**src/rtl/prop_push_arbiter.sv**
```systemverilog
// ============================================================================
//  Module   : prop_push_arbiter
//  Purpose  : Round-robin arbiter for the propagation-queue push port, with
//             duplicate-literal suppression and conflict flush/hold control.
//  Revision : 1.0  initial release
// ============================================================================
`default_nettype none

module prop_push_arbiter #(
    parameter int NUM_REQ   = 4,
    parameter int LIT_WIDTH = 6,
    parameter int CNT_WIDTH = 16
) (
    input  logic                         clk,
    input  logic                         rst,
    input  logic [NUM_REQ-1:0]           req_valid,
    input  logic [NUM_REQ*LIT_WIDTH-1:0] req_lit,
    output logic [NUM_REQ-1:0]           req_ready,
    input  logic                         conflict,
    input  logic                         resume,
    input  logic                         q_full,
    output logic                         q_push,
    output logic [LIT_WIDTH-1:0]         q_din,
    output logic                         q_rst,
    output logic                         hold,
    output logic [$clog2(NUM_REQ)-1:0]   grant_idx,
    output logic [CNT_WIDTH-1:0]         accept_count,
    output logic [CNT_WIDTH-1:0]         dup_count
);

    localparam int IDX_W = $clog2(NUM_REQ);

    typedef enum logic [1:0] {
        ST_ACTIVE = 2'd0,
        ST_FLUSH  = 2'd1,
        ST_HOLD   = 2'd2
    } state_t;

    state_t               state_q, state_d;
    logic [IDX_W-1:0]     ptr_q, ptr_d;
    logic                 last_valid_q, last_valid_d;
    logic [LIT_WIDTH-1:0] last_lit_q, last_lit_d;
    logic [CNT_WIDTH-1:0] acc_q, acc_d;
    logic [CNT_WIDTH-1:0] dup_q, dup_d;

    logic                 w_found;
    logic [IDX_W-1:0]     w_win;
    logic [LIT_WIDTH-1:0] w_lit;
    logic                 w_hs;
    logic                 w_dup;

    // Rotating priority scan starting at ptr; first valid requester wins.
    always_comb begin
        w_found = 1'b0;
        w_win   = '0;
        for (int k = 0; k < NUM_REQ; k++) begin
            if (!w_found && req_valid[(int'(ptr_q) + k) % NUM_REQ]) begin
                w_found = 1'b1;
                w_win   = IDX_W'((int'(ptr_q) + k) % NUM_REQ);
            end
        end
    end

    assign w_lit = req_lit[int'(w_win)*LIT_WIDTH +: LIT_WIDTH];
    assign w_hs  = !rst && (state_q == ST_ACTIVE) && !conflict && w_found && !q_full;
    assign w_dup = last_valid_q && (w_lit == last_lit_q);

    assign req_ready    = w_hs ? (NUM_REQ'(1) << w_win) : '0;
    assign q_push       = w_hs && !w_dup;
    assign q_din        = w_lit;
    assign grant_idx    = w_win;
    assign q_rst        = rst || (state_q == ST_FLUSH);
    assign hold         = !rst && (state_q != ST_ACTIVE);
    assign accept_count = acc_q;
    assign dup_count    = dup_q;

    always_comb begin
        state_d      = state_q;
        ptr_d        = ptr_q;
        last_valid_d = last_valid_q;
        last_lit_d   = last_lit_q;
        acc_d        = acc_q;
        dup_d        = dup_q;
        case (state_q)
            ST_ACTIVE: begin
                if (conflict) begin
                    state_d = ST_FLUSH;
                end else if (w_hs) begin
                    ptr_d = (w_win == IDX_W'(NUM_REQ - 1)) ? '0 : w_win + 1'b1;
                    if (w_dup) begin
                        if (dup_q != '1) dup_d = dup_q + 1'b1;
                    end else begin
                        last_valid_d = 1'b1;
                        last_lit_d   = w_lit;
                        if (acc_q != '1) acc_d = acc_q + 1'b1;
                    end
                end
            end
            ST_FLUSH: begin
                last_valid_d = 1'b0;
                state_d      = ST_HOLD;
            end
            ST_HOLD: begin
                if (resume) state_d = ST_ACTIVE;
            end
            default: state_d = ST_ACTIVE;
        endcase
    end

    always_ff @(posedge clk) begin
        if (rst) begin
            state_q      <= ST_ACTIVE;
            ptr_q        <= '0;
            last_valid_q <= 1'b0;
            last_lit_q   <= '0;
            acc_q        <= '0;
            dup_q        <= '0;
        end else begin
            state_q      <= state_d;
            ptr_q        <= ptr_d;
            last_valid_q <= last_valid_d;
            last_lit_q   <= last_lit_d;
            acc_q        <= acc_d;
            dup_q        <= dup_d;
        end
    end

endmodule

`default_nettype wire

```
**config.mk**
```make
export PLATFORM = sky130hd
export DESIGN_NAME = prop_push_arbiter
export DESIGN_NICKNAME = d
export VERILOG_FILES = /design/src/rtl/prop_push_arbiter.sv
export SDC_FILE = /design/constraint.sdc
export NUM_CORES = 1
export LEC_CHECK = 0
export CELL_PAD_IN_SITES_DETAIL_PLACEMENT = 0
export CELL_PAD_IN_SITES_GLOBAL_PLACEMENT = 1
export CORE_UTILIZATION = 40
export DETAILED_ROUTE_END_ITERATION = 10
export DONT_BUFFER_PORTS = 1
export GPL_TIMING_DRIVEN = 1
export PLACE_DENSITY = 0.75
export SLEW_MARGIN = 5
export SYNTH_ARGS = -nofsm -noshare
export SYNTH_HDL_FRONTEND = slang
export SYNTH_SLANG_ARGS = --single-unit
```
**constraint.sdc**
```tcl
create_clock -name clk -period 4.4 [get_ports clk]
set_input_delay 0.22 -clock clk [delete_from_list [all_inputs] [get_ports clk]]
set_output_delay 0.22 -clock clk [all_outputs]
set_load 0.01 [all_outputs]
```
---- After elaboration in Yosys (flattened, before gate mapping) ----
Cells that the tools add are included.
word-level totals
  bits in registers ....................... 43
  input port bits ......................... 33
  output and inout port bits .............. 47
  logic and storage cells ................. 93
operators by class
  add/sub/neg operators ................... 6
  multipliers ............................. 1
  order comparisons ....................... 4
  equal/unequal tests ..................... 11
  shifts and indexed selects .............. 2
  muxes and demuxes ....................... 28
  bitwise gates (word level) .............. 5
  reduce and logical (&&, ||, !) cells .... 30
operators by type and width
  cell                                                                  number
  16-bit by 1-bit adder with 16-bit output, second input constant       2
  16-bit inequality test, second input constant                         2
  24-bit by 6-bit indexed part select with 6-bit output                 1
  1-bit 2-to-1 mux                                                      14
  2-bit 2-to-1 mux                                                      7
  3-bit by 4-bit < comparator with 1-bit output, second input constant  3
  1-bit logical AND                                                     10
  2-bit inequality test, second input constant                          5
  5-bit AND reduction                                                   2
  1-bit binary-select mux with 2-bit select                             4
  4-bit AND reduction                                                   2
  1-bit zero test                                                       7
  6-bit equality test                                                   1
  2-bit case mux with 3 select lines                                    1
  2-bit OR reduction                                                    3
  2-bit by 1-bit adder with 2-bit output, second input constant         2
  2-bit adder, second input constant                                    2
  2-bit equality test, second input constant                            2
  2-bit by 2-bit multiplier with 4-bit output, second input constant    1
  4-bit 2-to-1 mux                                                      1
  2-bit nonzero test                                                    2
  1-bit by 2-bit << shifter with 4-bit output, first input constant     1
  1-bit bitwise AND, first input constant                               3
  2-bit by 3-bit < comparator with 1-bit output, second input constant  1
  other kinds (7)                                                       8

---- Longest topological paths before layout ----
Gate-level depths: netlist (run 1).
  depth in word-level cells ............... 22
  depth in mapped cells ................... 15
  mapped depth without buffers ............ 11

---- Least setup slack after synthesis (run 1) ----
No wires, ideal clock.
  path kind ............................... flip-flop to flip-flop
  from .................................... reg ptr_q[1]
  to ...................................... reg dup_q[5], in the netlist dup_count[5]
  data arrival time ....................... 2.878 ns
  data required time ...................... 4.277 ns
  slack ................................... 1.399 ns
  stages on the path, launching flop included .. 11
  buffers on the path ..................... 1
  path through ............................ dfxtp_1 > mux2i_1 > o22ai_2 > nor2_4 > mux4_2 > xnor2_2 > o2111ai_4 > nor3_4 > buf_6 > nand4_1 > mux2_1
between the ends
  cells in the longest elaborated chain, start to end .. 17
ends and longest elaborated chain
  element                                                                                              RTL line  RTL
  from (decl)                                                                                          40        logic [IDX_W-1:0] ptr_q, ptr_d;
  from (signal assigned)                                                                               120       ptr_q <= ptr_d;
  2-bit by 1-bit adder with 2-bit output or 1-bit binary-select mux with 2-bit select (tied branches)  57        if (!w_found && req_valid[(int'(ptr_q) + k) % NUM_REQ]) begin
  1-bit binary-select mux with 2-bit select or 1-bit 2-to-1 mux (tied branches)                        57
  1-bit 2-to-1 mux (implied by the code)                                                               57
  1-bit 2-to-1 mux (implied by the code) or 1-bit zero test (tied branches)                            57
  1-bit logical AND                                                                                    57
  1-bit 2-to-1 mux                                                                                     57
  1-bit zero test                                                                                      57
  1-bit logical AND                                                                                    57
  [3 not listed]                                                                                       n/a
  2-bit 2-to-1 mux *                                                                                   57
  via grant_idx[0]                                                                                     26        output logic [$clog2(NUM_REQ)-1:0] grant_idx,
  2-bit by 2-bit multiplier with 4-bit output *                                                        64        assign w_lit = req_lit[int'(w_win)*LIT_WIDTH +: LIT_WIDTH];
  24-bit by 6-bit indexed part select with 6-bit output *                                              64
  via q_din[1]                                                                                         23        output logic [LIT_WIDTH-1:0] q_din,
  6-bit equality test *                                                                                66        assign w_dup = last_valid_q && (w_lit == last_lit_q);
  1-bit logical AND *                                                                                  66
  5-bit AND reduction (no source line) *                                                               n/a
  to (signal assigned)                                                                                 124       dup_q <= dup_d;
  to (decl)                                                                                            44        logic [CNT_WIDTH-1:0] dup_q, dup_d;
The timed path passes the listed nets; every way through them passes the cells marked *. The select of a mux whose other input is x is not followed.
A chain may end at the register's enable or synchronous reset.

---- Worst setup path after layout (run 1) ----
  from .................................... reg ptr_q[1]
  to ...................................... out q_push
between the ends
  cells in the longest elaborated chain, start to end .. 18
ends and longest elaborated chain
  element                                                                                              RTL line  RTL
  2-bit by 1-bit adder with 2-bit output or 1-bit binary-select mux with 2-bit select (tied branches)  57
  1-bit binary-select mux with 2-bit select or 1-bit 2-to-1 mux (tied branches)                        57
  1-bit 2-to-1 mux (implied by the code)                                                               57
  1-bit 2-to-1 mux (implied by the code) or 1-bit zero test (tied branches)                            57
  1-bit logical AND                                                                                    57
  1-bit 2-to-1 mux                                                                                     57
  1-bit zero test                                                                                      57
  1-bit logical AND                                                                                    57
  [4 not listed]                                                                                       n/a
  via grant_idx[0]                                                                                     26
  2-bit by 2-bit multiplier with 4-bit output *                                                        64
  24-bit by 6-bit indexed part select with 6-bit output *                                              64
  via q_din[1]                                                                                         23
  6-bit equality test *                                                                                66
  1-bit logical AND *                                                                                  66
  1-bit zero test *                                                                                    69        assign q_push = w_hs && !w_dup;
  1-bit logical AND *                                                                                  69
  to (decl)                                                                                            22        output logic q_push,
Marks and branches as above.

==> results of run 1 <==
## worst reg2reg max path: stages (launching register included)
cell	delay [ps]
sky130_fd_sc_hd__dfxtp_1	400
sky130_fd_sc_hd__mux2i_1	270
sky130_fd_sc_hd__o22ai_2	190
sky130_fd_sc_hd__nor2_4	350
sky130_fd_sc_hd__mux4_2	660
sky130_fd_sc_hd__xnor2_2	210
sky130_fd_sc_hd__o2111ai_4	250
sky130_fd_sc_hd__o21ai_4	470
sky130_fd_sc_hd__buf_4	290
sky130_fd_sc_hd__nor4_1	70
sky130_fd_sc_hd__o21a_1	170
## state kept, by name (all words and copies together) (netlist names)
register and count:
dup_count 16, state_q 2, accept_count 16, ptr_q 2
last_lit_q 6, last_valid_q 1
## layout by cell type (no fill, tap or decap), drive strengths merged, types with 7 or more instances in the layout
cell	count
dfxtp	43
nand2	29
nor2	29
a21oi	18
inv	15
nand3	13
and3	13
a211oi	13
nor4	11
o21ai	11
and2	10
or4	10
nand4	9
xnor2	8
mux2i	7
o31ai	7
clkbuf	7
and4	7
## final timing paths
kind / start / end / slack, ps / cells past startpoint
max reg2reg: ptr_q[1]$_SDFFE_PP0P_ / accept_count[8]$_SDFFE_PP0P_ / 950 / 10
max: ptr_q[1]$_SDFFE_PP0P_ / q_push / 850 / 8
min reg2reg: last_lit_q[1]$_SDFFE_PP0P_ / last_lit_q[1]$_SDFFE_PP0P_ / 500 / 2
min: rst / accept_count[15]$_SDFFE_PP0P_ / 30 / 1
## cell families (layout without fill, tap and decap cells)
group	Yosys count	in the layout	share of synthesized area [%]
AO/OA/AOI/OAI	77	77	20.5
XOR/XNOR	9	9	3.04
adder cells (fa/ha/maj)	6	6	2.64
buffers and inverters	35	28	7.04
flip-flops	43	43	30.3
multiplexers	13	13	5.24
AND/OR/NAND/NOR	156	156	31.3
## final cells by class
type	count	area (sq um)
multi-input combinational	261	1780
tap	96	120
sequential	43	861
fill	701	3860
timing repair buffer	5	50.0
clock buffer	7	96.3
clock inverter	1	7.51
inverter	15	56.3
## metal layers
metal,wire length (um),global-route usage [%]
met1,3210,24.8
met2,3250,31.5
met3,566,6.00
met4,57,4.55
met5,0,0
## power by group through the flow
stage	registers, mW	logic, mW	clock network, mW
after floorplan	0.408	0.110	0
after global placement	0.409	0.121	0
after detailed placement	0.409	0.122	0
after CTS	0.400	0.129	0.296
after global routing	0.401	0.142	0.312
final	0.400	0.128	0.285
## metrics by stage
step	utilization, %	power [mW]	hold WS, ps
after floorplan	-	0.518	342
after global placement	41.7	0.530	292
after detailed placement	41.7	0.531	296
after CTS	43.5	0.825	22.5
after global routing	43.5	0.855	17.0
final	43.5	0.813	33.5
==> results_dict.tcl, run 1 <==
set metrics [dict create \
    drt_drc_violations_left 0 \
    final_max_slew_viol_count 0 \
    grt_start_max_net_pins 28 \
    die_area_sq_um 7450 \
    leading_post_synthesis_cells_by_instance_count "sky130_fd_sc_hd__dfxtp_1 (43), sky130_fd_sc_hd__nand2_1 (29), sky130_fd_sc_hd__nor2_1 (27)" \
    fmaxAchievable_ghz 0.282 \
    finalNonFillerCells 428 \
    syn_avg_cell_area_sq_um 8.39 \
    asyncSetResetFlopFracSynth_pct 0 \
    timing.hold.worst.class "input port to flop" \
    chipWidth_um 86.3 \
    placeableCoreArea_sq_um 6830 \
    nNetsFinal 370 \
    proportion_of_layout_cells_with_a_drive_suffix_above_1_pct 14.2 \
    vdd_ir_drop_max_mv 0.109 \
    post_cts_resize_count 0 \
    synth.distinct_cells 68 \
    crit_family "multiplexers" \
    grt_pass1_wl_um 11400 \
    worst_setup_path_end_kind "primary output" \
    synth.most_common_cell "sky130_fd_sc_hd__dfxtp_1" \
    timing.final.hold_violations 0 \
    cp.buffers_inverters 1 \
    ys.warnings.count 0 \
    timing.final.setup_violations 0 \
    routed_wirelength_um 7090 \
    element_type_at_the_critical_path_start "flop" \
    layout.cell_area.non_filler_sq_um 2970 \
    power.density_nw_per_um2 273 \
    placedCellCount 419 \
    post-route-min-period_ps 3550 \
    grt_overflow 0 \
    vias_after_detailed_routing 2543 \
    fp-row-count 30 \
    wl_per_cell_um 16.6 \
    critPathSlowestCell "sky130_fd_sc_hd__mux4_2" \
    syn-num-nets 378 \
    post_synth_inst_count 339 \
    place_congestion 0.767 \
    grt_setup_unrepaired "no" \
    cts_max_level 2 \
    clock-skew-final_ps 9.88 \
    flow.area_growth_from_synthesis_pct 4.58 \
    final.period_utilization_pct 80.6 \
    sequential_power_share_pct 49.2 \
    clk-insertion-delay-late_ps 300 \
    number_of_buffers_added_by_the_clock_tree_synthesis_step 5 \
    synth.largest_area_cell "sky130_fd_sc_hd__dfxtp_1" \
    placed_wire_length_estimate_after_detailed_placement_um 4980 \
    grt_pass1_vias 2313 \
    clk_pin_slew_worst_paths_ps 90 \
    max-slew-margin-rel_pct 49.1 \
    drv_cap 0 \
    power_switching_share_pct 28.2 \
    power.static_leakage_nw 1.01 \
    track_usage_pct 19.2 \
    power_frac_comb_pct 15.8 \
    placedInstanceArea_sq_um 2850 \
    worst_ep_required_time_ps 4180 \
    fin_setup_tns_ps 0 \
    netSwitchingPower_mw 0.229 \
    p_int_mw 0.583 \
    floorplan.die.height_um 86.3 \
    critPathMaxFanout 19 \
    cts_post_setup_buffers_inserted 0 \
    setup_cp_type "flop to primary output" \
    outcome "completed" \
    number_of_port_buffers 0 \
    clock_sink_count 43 \
    seq_area_frac_synth_pct 30.3 \
    ordered_list_of_cells_on_the_worst_path "mux2i_1 -> o22ai_2 -> nor2_4 -> mux4_2 -> xnor2_2 -> o2111ai_4 -> o21ai_4 -> inv_1" \
    antennaDiodeCount 0 \
    worst_setup_slack_post_dpl_ps 969 \
    worst_path_largest_cell_delay_ps 660 \
    vias_per_cell 5.94 \
    fin_ws_ps 855 \
    worst-slew-pin-transition_ps 761 \
    io-pin-count 80 \
    hold_buffers 1 \
    clock_path_buffers 2 \
    postSynth.topFlopCell "sky130_fd_sc_hd__dfxtp_1" \
    synth_largest_type_area_fraction_pct 30.3 \
    worstPathArrival_ps 3330 \
    root_buffer "sky130_fd_sc_hd__clkbuf_8" \
    cts_tree "yes" \
    grt_antenna_before_repair 0 \
    synth.cell_area_sq_um 2840 \
    share_clk_of_total_power_pct 35.0 \
    initial_utilization_pct 41.6 \
    antenna_violating_nets_remaining 0 \
    detailed_router_iteration_count_before_antenna_repair 4 \
    synth_edf_count 0 \
    yosys-top-cells-area "sky130_fd_sc_hd__dfxtp_1 (30%), sky130_fd_sc_hd__nand2_1 (3.8%), sky130_fd_sc_hd__nor2_1 (3.6%)" \
    ys_seq_elements 43 \
    drt_first_iter_violations 120 \
]
No activity file was read; power rests on OpenSTA's default activity.
==> inputs of run 2 (changes only) <==
--- a/config.mk
+++ b/config.mk
@@ -5,13 +5,14 @@
 export SDC_FILE = /design/constraint.sdc
 export NUM_CORES = 1
 export LEC_CHECK = 0
+export ABC_AREA = 1
 export CELL_PAD_IN_SITES_DETAIL_PLACEMENT = 0
 export CELL_PAD_IN_SITES_GLOBAL_PLACEMENT = 1
 export CORE_UTILIZATION = 40
 export DETAILED_ROUTE_END_ITERATION = 10
 export DONT_BUFFER_PORTS = 1
 export GPL_TIMING_DRIVEN = 1
-export PLACE_DENSITY = 0.75
+export PLACE_DENSITY = 0.79
 export SLEW_MARGIN = 5
 export SYNTH_ARGS = -nofsm -noshare
 export SYNTH_HDL_FRONTEND = slang
==> constraint.sdc (replaced) <==
create_clock -name clk -period 3.33 [get_ports clk]
set_input_delay 0.1665 -clock clk [delete_from_list [all_inputs] [get_ports clk]]
set_output_delay 0.1665 -clock clk [all_outputs]
set_load 0.01 [all_outputs]
==> run 2 against run 1 <==
  * Combinational power grew to 2.6 times the previous value
  * Count of clock-buffer cells in the layout is 1 lower
  * Global-route usage decreased by 0.40 points
  * First-iteration DRC count fell by 2.5%
  * Routed wire length up 5.9%
  * Largest cell class unchanged
==> results_dict.tcl, run 2 <==
set metrics [dict create \
    place_congestion 0.847 \
    worst-slew-pin-transition_ps 804 \
    grt_pass1_wl_um 12800 \
    clock-skew-final_ps 8.75 \
    critPathMaxFanout 17 \
    power_frac_comb_pct 25.5 \
    clk-insertion-delay-late_ps 300 \
    timing.final.setup_violations 0 \
    vias_after_detailed_routing 2955 \
    placed_wire_length_estimate_after_detailed_placement_um 5640 \
    wl_per_cell_um 12.8 \
    reg2reg_depth 20 \
    grt_antenna_before_repair 0 \
    cp.buffers_inverters 2 \
    timing.final.hold_violations 0 \
    grt_start_max_net_pins 21 \
    cts_tree "yes" \
    fmaxAchievable_ghz 0.331 \
    yosys-top-cells-area "sky130_fd_sc_hd__dfxtp_1 (28%), sky130_fd_sc_hd__nand2_1 (14%), sky130_fd_sc_hd__inv_1 (9.1%)" \
    power.density_nw_per_um2 386 \
    worst_ep_required_time_ps 3160 \
    cts_max_level 2 \
    p_int_mw 0.865 \
    max-slew-margin-rel_pct 46.2 \
    sequential_power_share_pct 41.0 \
    ys_seq_elements 43 \
    detailed_router_iteration_count_before_antenna_repair 4 \
    syn-num-nets 523 \
    clock_path_buffers 2 \
    ys.warnings.count 0 \
    worstPathArrival_ps 2850 \
    clk_pin_slew_worst_paths_ps 90 \
    drt_drc_violations_left 0 \
    worst_hold_path.endpoint "dup_count[8]$_SDFFE_PP0P_" \
    seq_area_frac_synth_pct 27.6 \
    worst_path_most_repeated_cell "sky130_fd_sc_hd__nand2_1" \
    drt_first_iter_violations 117 \
    number_of_port_buffers 0 \
    post-route-min-period_ps 3020 \
    critPathSlowestCell "sky130_fd_sc_hd__dfxtp_2" \
    io-pin-count 80 \
    synth.distinct_cells 33 \
    chipWidth_um 90.3 \
    netSwitchingPower_mw 0.427 \
    post_synth_inst_count 484 \
    reg2reg_setup_slack_ps 380 \
    vdd_ir_drop_max_mv 0.233 \
    crit_family "simple AND/OR/NAND/NOR gates" \
    power_switching_share_pct 33.0 \
    floorplan.die.height_um 90.3 \
    area_taken_by_flip_flops_and_latches_sq_um 862 \
    grt_overflow 0 \
    mostFrequentLayoutCells "sky130_fd_sc_hd__nand2_1 (117), sky130_fd_sc_hd__inv_1 (76), sky130_fd_sc_hd__nand3_1 (53), sky130_fd_sc_hd__dfxtp_1 (42), sky130_fd_sc_hd__nor2_1 (39)" \
    worst_setup_path_end_kind "primary output" \
    antennaDiodeCount 0 \
    clock_sink_count 43 \
    outcome "completed" \
    holdCritStartpoint "rst" \
    ordered_list_of_cells_on_the_worst_path "inv_2 -> nand2_1 -> nand2_1 -> o21ai_1 -> nand3_4 -> nand3_4 -> nand2_1 -> nand3_2 -> nand2_1 -> nand2_1 -> nand2_1 -> nor2_2 -> nand2_2 -> nor2_4 -> nor2_4 -> buf_4" \
    synth.most_common_cell "sky130_fd_sc_hd__nand2_1" \
    layout_commonest_cell "sky130_fd_sc_hd__nand2_1" \
    die_area_sq_um 8150 \
    antenna_violating_nets_remaining 0 \
    setup_cp_type "flop to primary output" \
    final_max_slew_viol_count 0 \
    leading_post_synthesis_cells_by_instance_count "sky130_fd_sc_hd__nand2_1 (117), sky130_fd_sc_hd__inv_1 (76), sky130_fd_sc_hd__nand3_1 (53)" \
    asyncSetResetFlopFracSynth_pct 0 \
    area_of_combinational_cells_with_multiple_inputs_sq_um 1840 \
    timing.hold.worst.class "input port to flop" \
    drv_cap 0 \
    number_of_buffers_added_by_the_clock_tree_synthesis_step 5 \
    whs_path_depth 2 \
    crit-reg2reg-launch "ptr_q[0]$_SDFFE_PP0P_" \
    routed_wirelength_um 7510 \
    placeableCoreArea_sq_um 7410 \
    vias_per_cell 5.03 \
    power.static_leakage_nw 1.49 \
    r2r-end "dup_count[9]$_SDFFE_PP0P_" \
    fp-row-count 31 \
    final.period_utilization_pct 90.7 \
    synth.cell_area_sq_um 3120 \
    initial_utilization_pct 42.1 \
    synth.largest_area_cell "sky130_fd_sc_hd__dfxtp_1" \
    worst_path_largest_cell_delay_ps 420 \
    proportion_of_layout_cells_with_a_drive_suffix_above_1_pct 12.1 \
    element_type_at_the_critical_path_start "flop" \
    fin_setup_tns_ps 0 \
    fillerInstances 795 \
    final_core_utilization_pct 45.2 \
    synth_largest_type_area_fraction_pct 27.6 \
    postSynth.topFlopCell "sky130_fd_sc_hd__dfxtp_1" \
    nNetsFinal 526 \
    synth_edf_count 0 \
    syn_avg_cell_area_sq_um 6.44 \
    share_clk_of_total_power_pct 33.4 \
    flow.area_growth_from_synthesis_pct 7.38 \
    track_usage_pct 18.8 \
    grt_setup_unrepaired "no" \
    grt_pass1_vias 2698 \
    root_buffer "sky130_fd_sc_hd__clkbuf_8" \
]
==> run 2: cell count changes in the layout (fill, tap and decap cells not counted), moves of 14 or more <==
cell	before	now
sky130_fd_sc_hd__nand2_1	29	117
sky130_fd_sc_hd__nand2_2	0	14
sky130_fd_sc_hd__nand3_1	13	53
sky130_fd_sc_hd__inv_1	13	76
==> run 2: power groups by stage <==
stage	sequential, mW	clock, mW	combinational [mW]
2_1_floorplan	0.540	0	0.286
5_1_grt	0.531	0.464	0.375
3_5_place_dp	0.542	0	0.328
6_report	0.530	0.432	0.330
4_1_cts	0.530	0.447	0.334
3_3_place_gp	0.542	0	0.324
==> run 2: layout make-up <==
cell class / count / area share (%)
well taps: 99 / 3.70
inverters: 80 / 9.00
clock buffers: 6 / 2.47
clock inverters: 2 / 1.05
repair buffers: 12 / 3.21
multi-input cells: 345 / 54.8
flip-flops and latches: 43 / 25.7
==> run 2: worst max-delay path by stage <==
| stage | startpoint | end | slack (ps) | cells past startpoint |
|---|---|---|---|---|
| after floorplan | ptr_q[0]$_SDFFE_PP0P_ | dup_count[4]$_SDFFE_PP0P_ | 860 | 20 |
| after global placement | ptr_q[0]$_SDFFE_PP0P_ | accept_count[13]$_SDFFE_PP0P_ | 330 | 19 |
| after detailed placement | ptr_q[0]$_SDFFE_PP0P_ | accept_count[9]$_SDFFE_PP0P_ | 250 | 20 |
| after CTS | ptr_q[0]$_SDFFE_PP0P_ | q_push | 90 | 18 |
| after global routing | ptr_q[0]$_SDFFE_PP0P_ | q_push | 70 | 16 |
| final | ptr_q[0]$_SDFFE_PP0P_ | q_push | 310 | 16 |
==> run 2: kinds of logic after synthesis <==
family / after synthesis / share of synthesized area, %
and+or+nand+nor: 271 / 42.7
buffers and inverters: 96 / 13.5
AOI/OAI and AO/OA: 50 / 8.74
DFF: 43 / 27.6
xor gates and xnor gates: 18 / 5.05
adders and majority gates: 6 / 2.41
==> run 2: metal layers <==
metal / vias up / part of all wire, % / global-route usage [%]
met4: 0 / 0.69 / 4.57
met3: 6 / 6.4 / 5.64
li1: 1540 / - / -
met1: 1336 / 45 / 23.4
met5: - / 0 / 0
met2: 73 / 48 / 31.9
==> run 2: what timing repair did <==
item | 4_1_cts | 5_1_grt
hold buffers | 2 | 0
hold endpoints to repair | 21 | 0
setup buffers | 0 | 3
resized for setup | 0 | 1
setup endpoints to repair | 0 | 23
==> run 2: through the flow <==
| stage | cells | hold WS (ps) | power [mW] | instance area, sq um | setup slack [ps] |
|---|---|---|---|---|---|
| floorplan | 484 | 279 | 0.825 | 3120 | 856 |
| global placement | 574 | 239 | 0.866 | 3180 | 331 |
| detailed placement | 574 | 240 | 0.870 | 3180 | 248 |
| CTS | 584 | 18.4 | 1.31 | 3310 | 90.1 |
| global route | 587 | 31.7 | 1.37 | 3350 | 71.3 |
| finish | 587 | 28.3 | 1.29 | 3350 | 310 |
